### src/rtl/decred_spi_pkg.sv
// Shared constants for the Wishbone-to-SPI host bridge that drives the decred_top miner.
package decred_spi_pkg;

  // Register offsets, decoded from adr[3:2]
  localparam logic [1:0] RegCtrl   = 2'd0;
  localparam logic [1:0] RegData   = 2'd1;
  localparam logic [1:0] RegStatus = 2'd2;

  // CTRL bit positions (div occupies the low DIV_W bits)
  localparam int unsigned CtrlCsnBit    = 8;
  localparam int unsigned CtrlExtRstBit = 9;
  localparam int unsigned CtrlIrqEnBit  = 10;

  // STATUS bit positions
  localparam int unsigned StatBusyBit = 0;
  localparam int unsigned StatOvrBit  = 1;
  localparam int unsigned StatIrqBit  = 2;
  localparam int unsigned StatDoneBit = 3;

  localparam int unsigned XferBits  = 8;
  localparam int unsigned HalfCount = 2 * XferBits;

  typedef enum logic [0:0] {
    StIdle,
    StShift
  } eng_state_e;

endpackage

### src/rtl/spi_shift_engine.sv
// SPI mode-0 byte shifter: half-period divider, sclk/mosi generation and MSB-first rx capture.
module spi_shift_engine
  import decred_spi_pkg::*;
#(
  parameter int unsigned DIV_W = 8
) (
  input  logic             clk,
  input  logic             rst,
  input  logic             start,
  input  logic [7:0]       tx_byte,
  input  logic [DIV_W-1:0] div,
  input  logic             miso,
  output logic             sclk,
  output logic             mosi,
  output logic             busy,
  output logic             done,
  output logic [7:0]       rx_byte
);

  eng_state_e       state_q, state_d;
  logic [DIV_W-1:0] cnt_q;
  logic [3:0]       half_q;
  logic             sclk_q;
  logic [7:0]       tx_q;
  logic [7:0]       rx_q;
  logic [7:0]       rx_byte_q;
  logic             expire;
  logic             last_half;

  assign expire    = (state_q == StShift) && (cnt_q == '0);
  assign last_half = expire && (half_q == 4'(HalfCount - 1));

  always_ff @(posedge clk) begin
    if (rst) begin
      state_q <= StIdle;
    end else begin
      state_q <= state_d;
    end
  end

  always_comb begin
    state_d = state_q;
    case (state_q)
      StIdle:  if (start) state_d = StShift;
      StShift: if (last_half) state_d = StIdle;
      default: state_d = StIdle;
    endcase
  end

  always_comb begin
    busy = (state_q == StShift);
    done = last_half;
    sclk = sclk_q;
    mosi = busy & tx_q[7];
  end

  // The counter reloads from the live div, so a new divider lands at the next half-period.
  always_ff @(posedge clk) begin
    if (rst) begin
      cnt_q     <= '0;
      half_q    <= '0;
      sclk_q    <= 1'b0;
      tx_q      <= '0;
      rx_q      <= '0;
      rx_byte_q <= '0;
    end else if (state_q == StIdle) begin
      if (start) begin
        cnt_q  <= div;
        half_q <= '0;
        sclk_q <= 1'b0;
        tx_q   <= tx_byte;
        rx_q   <= '0;
      end
    end else if (expire) begin
      cnt_q  <= div;
      half_q <= half_q + 4'd1;
      sclk_q <= ~sclk_q;
      // End of a high phase: sample miso, then either shift mosi or finish the byte.
      if (sclk_q) begin
        rx_q <= {rx_q[6:0], miso};
        if (last_half) begin
          rx_byte_q <= {rx_q[6:0], miso};
        end else begin
          tx_q <= {tx_q[6:0], 1'b0};
        end
      end
    end else begin
      cnt_q <= cnt_q - DIV_W'(1);
    end
  end

  assign rx_byte = rx_byte_q;

endmodule

### src/rtl/wb_spi_host_bridge.sv
// Wishbone slave giving the management SoC register-driven SPI host access to decred_top.
module wb_spi_host_bridge
  import decred_spi_pkg::*;
#(
  parameter int unsigned DIV_W = 8
) (
  input  logic        wb_clk_i,
  input  logic        wb_rst_i,
  input  logic        wbs_stb_i,
  input  logic        wbs_cyc_i,
  input  logic        wbs_we_i,
  input  logic [3:0]  wbs_sel_i,
  input  logic [31:0] wbs_adr_i,
  input  logic [31:0] wbs_dat_i,
  output logic        wbs_ack_o,
  output logic [31:0] wbs_dat_o,
  output logic        spi_csn_o,
  output logic        spi_sclk_o,
  output logic        spi_mosi_o,
  input  logic        spi_miso_i,
  output logic        ext_reset_n_o,
  input  logic        irq_i,
  output logic        irq_o
);

  logic             ack_q;
  logic [DIV_W-1:0] div_q;
  logic             csn_q;
  logic             ext_rst_n_q;
  logic             irq_en_q;
  logic             ovr_q;
  logic             done_q;
  logic             miso_s1, miso_sync;
  logic             irq_s1, irq_sync;

  logic             req;
  logic             wr;
  logic [1:0]       reg_sel;
  logic             ctrl_wr;
  logic             data_wr;
  logic             stat_wr;
  logic             start;
  logic             ovr_set;
  logic             busy;
  logic             done_pulse;
  logic [7:0]       rx_byte;
  logic [31:0]      rdata;
  logic             unused_inputs;

  assign reg_sel = wbs_adr_i[3:2];
  assign req     = wbs_stb_i & wbs_cyc_i;
  // Writes commit on the ack cycle, while the master still holds the request.
  assign wr      = ack_q & req & wbs_we_i;
  assign ctrl_wr = wr && (reg_sel == RegCtrl);
  assign data_wr = wr && (reg_sel == RegData) && wbs_sel_i[0];
  assign stat_wr = wr && (reg_sel == RegStatus) && wbs_sel_i[0];
  assign start   = data_wr & ~busy;
  assign ovr_set = data_wr & busy;

  assign unused_inputs = ^{wbs_adr_i[31:4], wbs_adr_i[1:0], wbs_dat_i[31:11], wbs_sel_i[3:2]};

  always_ff @(posedge wb_clk_i) begin
    if (wb_rst_i) begin
      ack_q       <= 1'b0;
      div_q       <= '0;
      csn_q       <= 1'b1;
      ext_rst_n_q <= 1'b0;
      irq_en_q    <= 1'b0;
      ovr_q       <= 1'b0;
      done_q      <= 1'b0;
      miso_s1     <= 1'b0;
      miso_sync   <= 1'b0;
      irq_s1      <= 1'b0;
      irq_sync    <= 1'b0;
    end else begin
      ack_q     <= req & ~ack_q;
      miso_s1   <= spi_miso_i;
      miso_sync <= miso_s1;
      irq_s1    <= irq_i;
      irq_sync  <= irq_s1;
      if (ctrl_wr && wbs_sel_i[0]) begin
        div_q <= wbs_dat_i[DIV_W-1:0];
      end
      if (ctrl_wr && wbs_sel_i[1]) begin
        csn_q       <= wbs_dat_i[CtrlCsnBit];
        ext_rst_n_q <= wbs_dat_i[CtrlExtRstBit];
        irq_en_q    <= wbs_dat_i[CtrlIrqEnBit];
      end
      // A set event in the same cycle as a W1C wins.
      ovr_q  <= ovr_set | (ovr_q & ~(stat_wr & wbs_dat_i[StatOvrBit]));
      done_q <= done_pulse | (done_q & ~(stat_wr & wbs_dat_i[StatDoneBit]));
    end
  end

  always_comb begin
    rdata = '0;
    case (reg_sel)
      RegCtrl: begin
        rdata[DIV_W-1:0]     = div_q;
        rdata[CtrlCsnBit]    = csn_q;
        rdata[CtrlExtRstBit] = ext_rst_n_q;
        rdata[CtrlIrqEnBit]  = irq_en_q;
      end
      RegData: rdata[7:0] = rx_byte;
      RegStatus: begin
        rdata[StatBusyBit] = busy;
        rdata[StatOvrBit]  = ovr_q;
        rdata[StatIrqBit]  = irq_sync;
        rdata[StatDoneBit] = done_q;
      end
      default: rdata = '0;
    endcase
  end

  assign wbs_ack_o     = ack_q;
  assign wbs_dat_o     = ack_q ? rdata : '0;
  assign spi_csn_o     = csn_q;
  assign ext_reset_n_o = ext_rst_n_q;
  assign irq_o         = irq_sync & irq_en_q;

  spi_shift_engine #(
    .DIV_W(DIV_W)
  ) u_engine (
    .clk     (wb_clk_i),
    .rst     (wb_rst_i),
    .start   (start),
    .tx_byte (wbs_dat_i[7:0]),
    .div     (div_q),
    .miso    (miso_sync),
    .sclk    (spi_sclk_o),
    .mosi    (spi_mosi_o),
    .busy    (busy),
    .done    (done_pulse),
    .rx_byte (rx_byte)
  );

endmodule

### config.mk
export PLATFORM = sky130hd
export DESIGN_NAME = wb_spi_host_bridge
export DESIGN_NICKNAME = d
export VERILOG_FILES = /design/src/rtl/decred_spi_pkg.sv /design/src/rtl/spi_shift_engine.sv /design/src/rtl/wb_spi_host_bridge.sv
export SDC_FILE = /design/constraint.sdc
export NUM_CORES = 1
export LEC_CHECK = 0
export BUFFER_PORTS_ARGS = -buffer_cell sky130_fd_sc_hd__clkbuf_2
export CAP_MARGIN = 25
export CORE_MARGIN = 1
export CORE_UTILIZATION = 31
export DETAILED_ROUTE_END_ITERATION = 6
export HOLD_SLACK_MARGIN = 0.12
export PLACE_DENSITY = 0.53
export SYNTH_ARGS = -nofsm -noshare
export SYNTH_HDL_FRONTEND = slang
export SYNTH_HIERARCHICAL = 1
export SYNTH_SLANG_ARGS = --single-unit
### constraint.sdc
create_clock -name wb_clk_i -period 2.3 [get_ports wb_clk_i]
set_clock_uncertainty 0.2 [all_clocks]
set_input_delay 0.46 -clock wb_clk_i [delete_from_list [all_inputs] [get_ports wb_clk_i]]
set_output_delay 0.46 -clock wb_clk_i [all_outputs]
set_load 0.02 [all_outputs]
==> results.ini, run 1 <==
[setup_path]
critical_path.max_stage_delay_ps = 260
startpoint_type = primary input
crit_fanout = 14
critical_path_class = in2out
crit_path_cell_trace = clkbuf_2 > buf_4 > mux2i_1 > or2_1 > a21boi_1 > clkbuf_2
worstSetupEndpointType = primary output
critPathSlowestCell = buf_4
critPathTopFamily = buffers and inverters
crit_start = wbs_adr_i[2]
required_ps = 1640
crit_arrival_ps = 1500
worst-path-buf-inv = 3
r2r_start = u_engine/cnt_q[0]
cp_common_cell = clkbuf_2

[layout]
layout.cells.non_filler = 515
syn2layout_area_growth_pct = 18.1
finalNetCount = 463
fillCellCount = 958
drive_above_1_share_pct = 27.5
final_cell_area_um2 = 3530
final_cell_mix = 55 x dfxtp_1, 38 x clkbuf_2, 36 x mux2i_1
final_common_cell = dfxtp_1
diodes = 0

[timing]
clock.fmax_ghz = 0.463
fin_setup_tns_ps = 0
slew_violations = 0
rsz0062_at_grt = false
slew_headroom_pct = 50.0
worstMarginPinSlew_ps = 750
period_minus_slack_ps = 2160
post-route-period-util_pct = 93.8
holdWs_ps = 158
setup_viol = 0
finalHoldViolCount = 0

[logic_synthesis]
ys.flop_type = dfxtp_1
yosysTopAreaCell = dfxtp_1
yosysSeqAreaShare_pct = 36.8
avgSynthCellArea_um2 = 9.06
synthTopCellsByArea = dfxtp_1 37%, mux2i_1 12%, buf_4 5.8%, or2b_2 4.4%, nor2_1 4.3%
async_reset_ff_share_pct = 0
ys_types = 50
synth-edff-count = 0
synth.ff_latch_count = 55
syn-cell-area_um2 = 2990
yosys_warnings = 6
synth_cells = 330
yosys.area.top_type_share_pct = 36.8

[floorplan]
die_w_um = 100
start_util_pct = 32.2
pin_count = 113
core_um2 = 9280
dieArea_um2 = 10000
die_h_um = 100
rows = 35

[cts]
h-tree-depth = 2
clockBufferDepth = 2
cts_root_buf = clkbuf_8
post_cts_buffers = 0
clk_pin_slew_worst_paths_ps = 100
clk-insertion-delay-late_ps = 300
numCtsBuffers = 5
cts_tree = built
ctsHoldBuffers = 0
cts.sinks = 55

[grt]
antenna_found_initial = 0
grt_pass1_wl_um = 10900
grt-ovfl-total = 0
grt_usage_pct = 13.6
grt_pass1_vias = 2186
grt_max_degree = 41

[min_path]
hold_path.class = in2reg
worstHoldStart = spi_miso_i

[power_and_ir_drop]
p_leak_nw = 1.29
combPwrFrac_pct = 7.8
clockPowerShare_pct = 33.0
switching_share_pct = 25.0
p_per_area_nw_per_um2 = 459
power.net_switching_mw = 0.405
p_seq_share_pct = 59.2
intPower_mw = 1.22
vdd.ir_drop.worst_v = 0.000206

[routing]
num_vias = 2369
finalWirelength_um = 6500
drt_iter0_markers = 97
dr.pass1.iters = 4
wl_per_cell_um = 12.6
drtAntennaViolNets = 0
drcViolationCount = 0
vias_per_cell = 4.60

[run_status]
outcome = complete, no violations

[placed_design]
post_dp_cell_area_um2 = 3420
dp.cells = 507
hpwl_um = 4840
io_buffers = 38
gp_congestion = 0.820

[job]
max_cap_viol_count = 0

## repair_timing
item                                    CTS  global route
gates resized for setup                   1             5
endpoints found under the setup margin    2            16
endpoints found under the hold margin     0             0
cloned                                    0             0
## worst reg2reg max path: stages, from the launching register on
cell and delay [ps]:
dfxtp_1 330, inv_2 90, ha_4 150, or3b_4 410
buf_4 160, nor4_4 290, buf_12 180, mux2i_1 190
nor2_1 50
## cells in the mapped netlist (all sizes together) (2+ instances only)
master / instances
nor4: 4
a311oi: 3
nand3b: 7
ha: 3
a221oi: 3
nor3b: 2
o21ai: 6
nor4b: 3
nor3: 9
a21boi: 4
and2: 6
or2b: 15
nand3: 5
mux2i: 36
dfxtp: 55
nand2b: 9
or3: 5
nor2: 34
o41ai: 2
xor2: 2
a31oi: 3
or2: 4
clkbuf: 9
inv: 6
nor2b: 9
a211oi: 10
a21oi: 9
nand2: 26
buf: 30
## path summary, 6_finish.rpt
check / slack (ps) / cells after the start / endpoint
max reg2reg: 160 / 8 / u_engine/rx_byte[3]
min: 160 / 2 / miso_s1
min reg2reg: 240 / 1 / miso_sync
max: 140 / 6 / wbs_dat_o[3]
## stage by stage
stage,worst slack (ps),total power [mW],util [%]
6_report,142,1.62,38.0
5_1_grt,18.3,1.69,38.0
4_1_cts,22.0,1.64,37.8
3_5_place_dp,-103,1.11,36.8
3_3_place_gp,-96.2,1.11,36.8
2_1_floorplan,4.22,1.10,-
## power by group through the flow
stage	clock, mW	combinational, mW	sequential (mW)
finish	0.535	0.127	0.958
global route	0.586	0.140	0.959
CTS	0.559	0.127	0.959
detailed placement	0	0.126	0.981
global placement	0	0.126	0.981
floorplan	0	0.114	0.982
## state kept, by name, summed over array words and instances, names as in the netlist, 4 cells and up
| signal | cells |
|---|---|
| div_q | 8 |
| u_engine/cnt_q | 8 |
| u_engine/half_q | 4 |
| u_engine/rx_byte | 8 |
| u_engine/rx_q | 7 |
| u_engine/tx_q | 8 |
## per-layer routing
layer  GRT usage, %  wire, um
met1           19.7      3320
met2           20.7      2880
met3           2.58       235
met4           3.79        58
met5              0         0
## cells by family after synthesis
family	synth area share (%)
AOI/OAI and AO/OA	11.3
xor gates and xnor gates	0.586
adders and majority gates	1.26
buffers and inverters	9.63
DFF	36.8
muxes	12.4
other	0.125
and+or+nand+nor	27.8
## layout make-up
class                           instances  area, um2  share of cell area [%]
Timing Repair Buffer                   67        449                    12.7
Multi-Input combinational cell        250       1710                    48.5
Clock buffer                            6       72.6                    2.06
Sequential cell                        55       1100                    31.2
Clock inverter                          2       12.5                   0.354
Tap cell                              129        161                    4.57
Inverter                                6       22.5                   0.638
(Power assumes the default switching activity.)
==> run 2: changes to the inputs <==
SETUP_SLACK_MARGIN = 0.15   (was default)
SKIP_CTS_REPAIR_TIMING = 1   (was default)
==> run 2 against run 1 <==
Non-clock buffer count fell by 1. Register-to-register slack improved by 50 ps. Utilization is 0.81 points higher. Highest routed layer unchanged. Critical path depth did not move. Critical endpoint unchanged. Combinational power barely moved. Total power grew 14%. Sequential share of layout area decreased by 0.44 points. Final cell count decreased by 0.19%.
==> results.ini, run 2 (same netlist as run 1, synthesis figures left out) <==
[power_and_ir_drop]
vdd.ir_drop.worst_v = 0.000279
p_leak_nw = 1.31
p_per_area_nw_per_um2 = 513

[timing]
post-route-period-util_pct = 91.3
slew_violations = 0
period_minus_slack_ps = 2100
setup_viol = 0
worstMarginPinSlew_ps = 530
rsz0062_at_grt = true
finalHoldViolCount = 0
slew_headroom_pct = 64.5
holdWs_ps = 150
fin_setup_tns_ps = 0
clock.fmax_ghz = 0.476

[routing]
finalWirelength_um = 6580
drt_iter0_markers = 125
drcViolationCount = 0
wl_per_cell_um = 12.8
num_vias = 2380
vias_per_cell = 4.63
dr.pass1.iters = 4
drtAntennaViolNets = 0

[cts]
cts_tree = built
cts.sinks = 55
h-tree-depth = 2
clockBufferDepth = 2
clk-insertion-delay-late_ps = 320
clk_pin_slew_worst_paths_ps = 100
cts_root_buf = clkbuf_8
numCtsBuffers = 5

[min_path]
hold_path.class = in2reg

[layout]
layout.cells.non_filler = 514
finalNetCount = 462
register_area_um2 = 1110
final_common_cell = dfxtp_1
fillCellCount = 966
multi_input_area_um2 = 1740
syn2layout_area_growth_pct = 20.6
final_cell_mix = 51 x dfxtp_1, 38 x clkbuf_2, 36 x mux2i_1
drive_above_1_share_pct = 29.4
diodes = 0

[floorplan]
die_w_um = 100
dieArea_um2 = 10000
pin_count = 113
die_h_um = 100
start_util_pct = 32.2
core_um2 = 9280
rows = 35

[setup_path]
crit_fanout = 9
startpoint_type = primary input
cp_common_cell = clkbuf_2
crit_arrival_ps = 1440
crit_path_cell_trace = clkbuf_2 > buf_4 > mux2i_1 > or2_1 > a21boi_1 > clkbuf_2
worst-path-buf-inv = 3
critical_path.max_stage_delay_ps = 210
critPathTopFamily = buffers and inverters
critical_path_class = in2out
required_ps = 1640
worstSetupEndpointType = primary output
critPathSlowestCell = or2_1

[job]
max_cap_viol_count = 0

[grt]
antenna_found_initial = 0
grt-ovfl-total = 0
grt_pass1_wl_um = 10600
grt_pass1_vias = 2115
grt_usage_pct = 13.5
grt_max_degree = 26

[placed_design]
io_buffers = 38
dp.cells = 504
gp_congestion = 0.796
hpwl_um = 4800

[run_status]
outcome = complete, no violations

run 2: worst register-to-register path: cells and delay by family, from the launching register on:
family / cells / cell delay, ps
flops: 1 / 350
compound gates: 1 / 240
simple gates: 3 / 990
buf+inv: 1 / 190
run 2: stage by stage:
| stage | area (um2) | power (mW) | utilization, % | setup WS [ps] |
|---|---|---|---|---|
| finish | 3600 | 1.85 | 38.8 | 200 |
| global route | 3600 | 1.92 | 38.8 | 123 |
| CTS | 3550 | 1.87 | 38.2 | 128 |
| detailed placement | 3420 | 1.11 | 36.8 | 150 |
| global placement | 3420 | 1.11 | 36.8 | 145 |
| floorplan | 3130 | 1.10 | - | 105 |
run 2: metal layers:
metal	global-route usage (%)	part of all wire (%)	up-vias
met5	0	0	-
met4	4.68	1.2	0
met3	2.58	3.3	8
met2	19.7	43	54
met1	19.8	53	1114
li1	-	-	1204
run 2: path summary, 6_finish.rpt:
path,from,end,slack (ps),depth (start not counted)
hold reg to reg,miso_s1,miso_sync,250,1
setup / recovery,wbs_adr_i[2],wbs_dat_o[3],200,6
setup reg to reg,u_engine/cnt_q[5],u_engine/cnt_q[0],210,5
hold / removal,irq_i,irq_s1,150,2
run 2: report_power, final:
| part | internal, mW | switching, mW |
|---|---|---|
| sequential | 0.955 | 0.00214 |
| combinational | 0.0447 | 0.0830 |
| clock | 0.435 | 0.330 |
| total | 1.44 | 0.415 |
run 2: final cells by class:
class / instances / share of cell area (%)
Clock inverter: 2 / 1.67
Tap cell: 129 / 4.48
Timing Repair Buffer: 66 / 12.0
Multi-Input combinational cell: 250 / 48.3
Sequential cell: 55 / 30.8
Inverter: 6 / 0.764
Clock buffer: 6 / 2.01
==> run 3: changes to the inputs <==
ABC_AREA = 1   (was default)
==> run 3 against run 2 <==
Non-clock buffer count is 14 lower. Synthesized cell count increased by 22%. Hold slack worse by 4.3 ps. Sequential power about the same. First-iteration DRC count shrank 26%. Via count increased by 7.0%. Count of clock-buffer cells in the layout is 1 lower. Largest cell class unchanged. Largest power group unchanged.
==> results.ini, run 3 <==
[run_status]
outcome = complete, no violations

[power_and_ir_drop]
p_per_area_nw_per_um2 = 524
p_leak_nw = 1.55
vdd.ir_drop.worst_v = 0.000331
fin_total_pwr_mw = 1.76

[logic_synthesis]
synth_top_family_by_area = simple AND/OR/NAND/NOR gates
synth_cells = 401
yosys.area_share.simple_pct = 35.5
yosys.area.top_type_share_pct = 37.4
synthAdderAreaFrac_pct = 1.27
synth-edff-count = 0
muxShareOfSynthArea_pct = 2.38
synth_compound_area_share_pct = 8.50
synth.ff_latch_count = 55
yosysMostFrequentCell = nand2_1
synthTopCellsByCount = 88 x nand2_1, 55 x dfxtp_1, 45 x nor2_1
synth_xor_xnor_area_share_pct = 1.19
yosysTopAreaCell = dfxtp_1
yosysSeqAreaShare_pct = 37.4
synthTopCellsByArea = dfxtp_1 37%, nand2_1 11%, buf_4 5.9%, nor2_1 5.7%, inv_1 4.7%
avgSynthCellArea_um2 = 7.34
async_reset_ff_share_pct = 0
syn-cell-area_um2 = 2950
ys_types = 34
ys.flop_type = dfxtp_1
yosys_warnings = 6

[routing]
drcViolationCount = 0
dr.pass1.iters = 4
num_vias = 2546
wl_per_cell_um = 11.4
drt_iter0_markers = 92
finalWirelength_um = 6590
drtAntennaViolNets = 0
vias_per_cell = 4.42

[timing]
slew_headroom_pct = 67.0
slew_violations = 0
setup_viol = 0
clock.fmax_ghz = 0.484
rsz0062_at_grt = false
fin_setup_tns_ps = 0
post-route-period-util_pct = 89.9
period_minus_slack_ps = 2070
worstMarginPinSlew_ps = 491
finalHoldViolCount = 0

[setup_path]
worstSetupEndpointType = primary output
critical_path_class = reg2out
startpoint_type = flop
crit_fanout = 10
required_ps = 1640
reg2regPathDepth = 9
crit_arrival_ps = 1410

[cts]
cts.sinks = 55
clk-insertion-delay-late_ps = 310
clk_pin_slew_worst_paths_ps = 110
numCtsBuffers = 5
cts_tree = built
clockBufferDepth = 2
h-tree-depth = 2
cts_root_buf = clkbuf_8

[min_path]
hold-path-cell-count = 3
hold_path.class = in2reg

[floorplan]
pin_count = 113
start_util_pct = 31.9
core_um2 = 9240
rows = 35
dieArea_um2 = 9900
die_w_um = 99.5
die_h_um = 99.5

[grt]
grt_pass1_vias = 2347
grt_pass1_wl_um = 11100
met2_usage_pct = 24.8
use_met1_pct = 17.1
met3_usage_pct = 2.53
grt_max_degree = 37
grt_usage_pct = 14.1
grt-ovfl-total = 0
antenna_found_initial = 0
grt_busiest_layer = met2

[placed_design]
hpwl_um = 4870
io_buffers = 38
gp_congestion = 0.753

[layout]
syn2layout_area_growth_pct = 13.9
final_common_cell = nand2_1
finalNetCount = 524
final_cell_mix = 88 x nand2_1, 54 x dfxtp_1, 45 x nor2_1
fillCellCount = 994
diodes = 0
drive_above_1_share_pct = 22.8

[job]
max_cap_viol_count = 0

[run 3: power by group]
group	switching (mW)	internal (mW)
clock network	0.339	0.329
logic	0.0932	0.0351
registers	0.00290	0.957
[run 3: stage by stage]
step | worst slack (ps) | std cells | utilization [%] | hold WS (ps) | instance area, um2
6_report | 232 | 576 | 36.3 | 145 | 3350
5_1_grt | 165 | 576 | 36.3 | 162 | 3350
4_1_cts | 137 | 574 | 36.0 | 114 | 3330
3_5_place_dp | 148 | 566 | 34.8 | 197 | 3210
3_3_place_gp | 124 | 566 | 34.8 | 194 | 3210
2_1_floorplan | 167 | 421 | - | 188 | 3020
[run 3: layer usage]
layer | part of all wire, % | vias to the layer above
met5 | 0 | -
met4 | 1.7 | 0
met3 | 4.5 | 10
met2 | 48 | 75
met1 | 46 | 1139
li1 | - | 1322
[run 3: kinds of logic after synthesis]
group | count (synthesis)
and+or+nand+nor | 211
buffers and inverters | 75
DFF | 55
AOI/OAI and AO/OA | 45
muxes | 7
xor gates and xnor gates | 4
adders and majority gates | 3
other | 1
[run 3: final timing paths]
check / startpoint / to / slack, ps
max reg2reg: u_engine/cnt_q[0] / u_engine/tx_q[6] / 340
max: wbs_ack_o / wbs_dat_o[7] / 230
min: wbs_dat_i[8] / spi_csn_o / 150
min reg2reg: miso_s1 / miso_sync / 210
[run 3: area by class of cell]
type | count | area, um2 | area share (%)
clock buffers | 5 | 68.8 | 2.05
repair buffers | 52 | 300 | 8.95
clock inverters | 3 | 46.3 | 1.38
flip-flops and latches | 55 | 1100 | 32.9
inverters | 41 | 154 | 4.59
multi-input cells | 291 | 1520 | 45.4
well taps | 129 | 161 | 4.81
[run 3: worst max-delay path: stages, from the launching register on]
cell and delay, ps:
dfxtp_1 380, buf_4 190, inv_1 100, a21oi_1 210
clkbuf_2 210
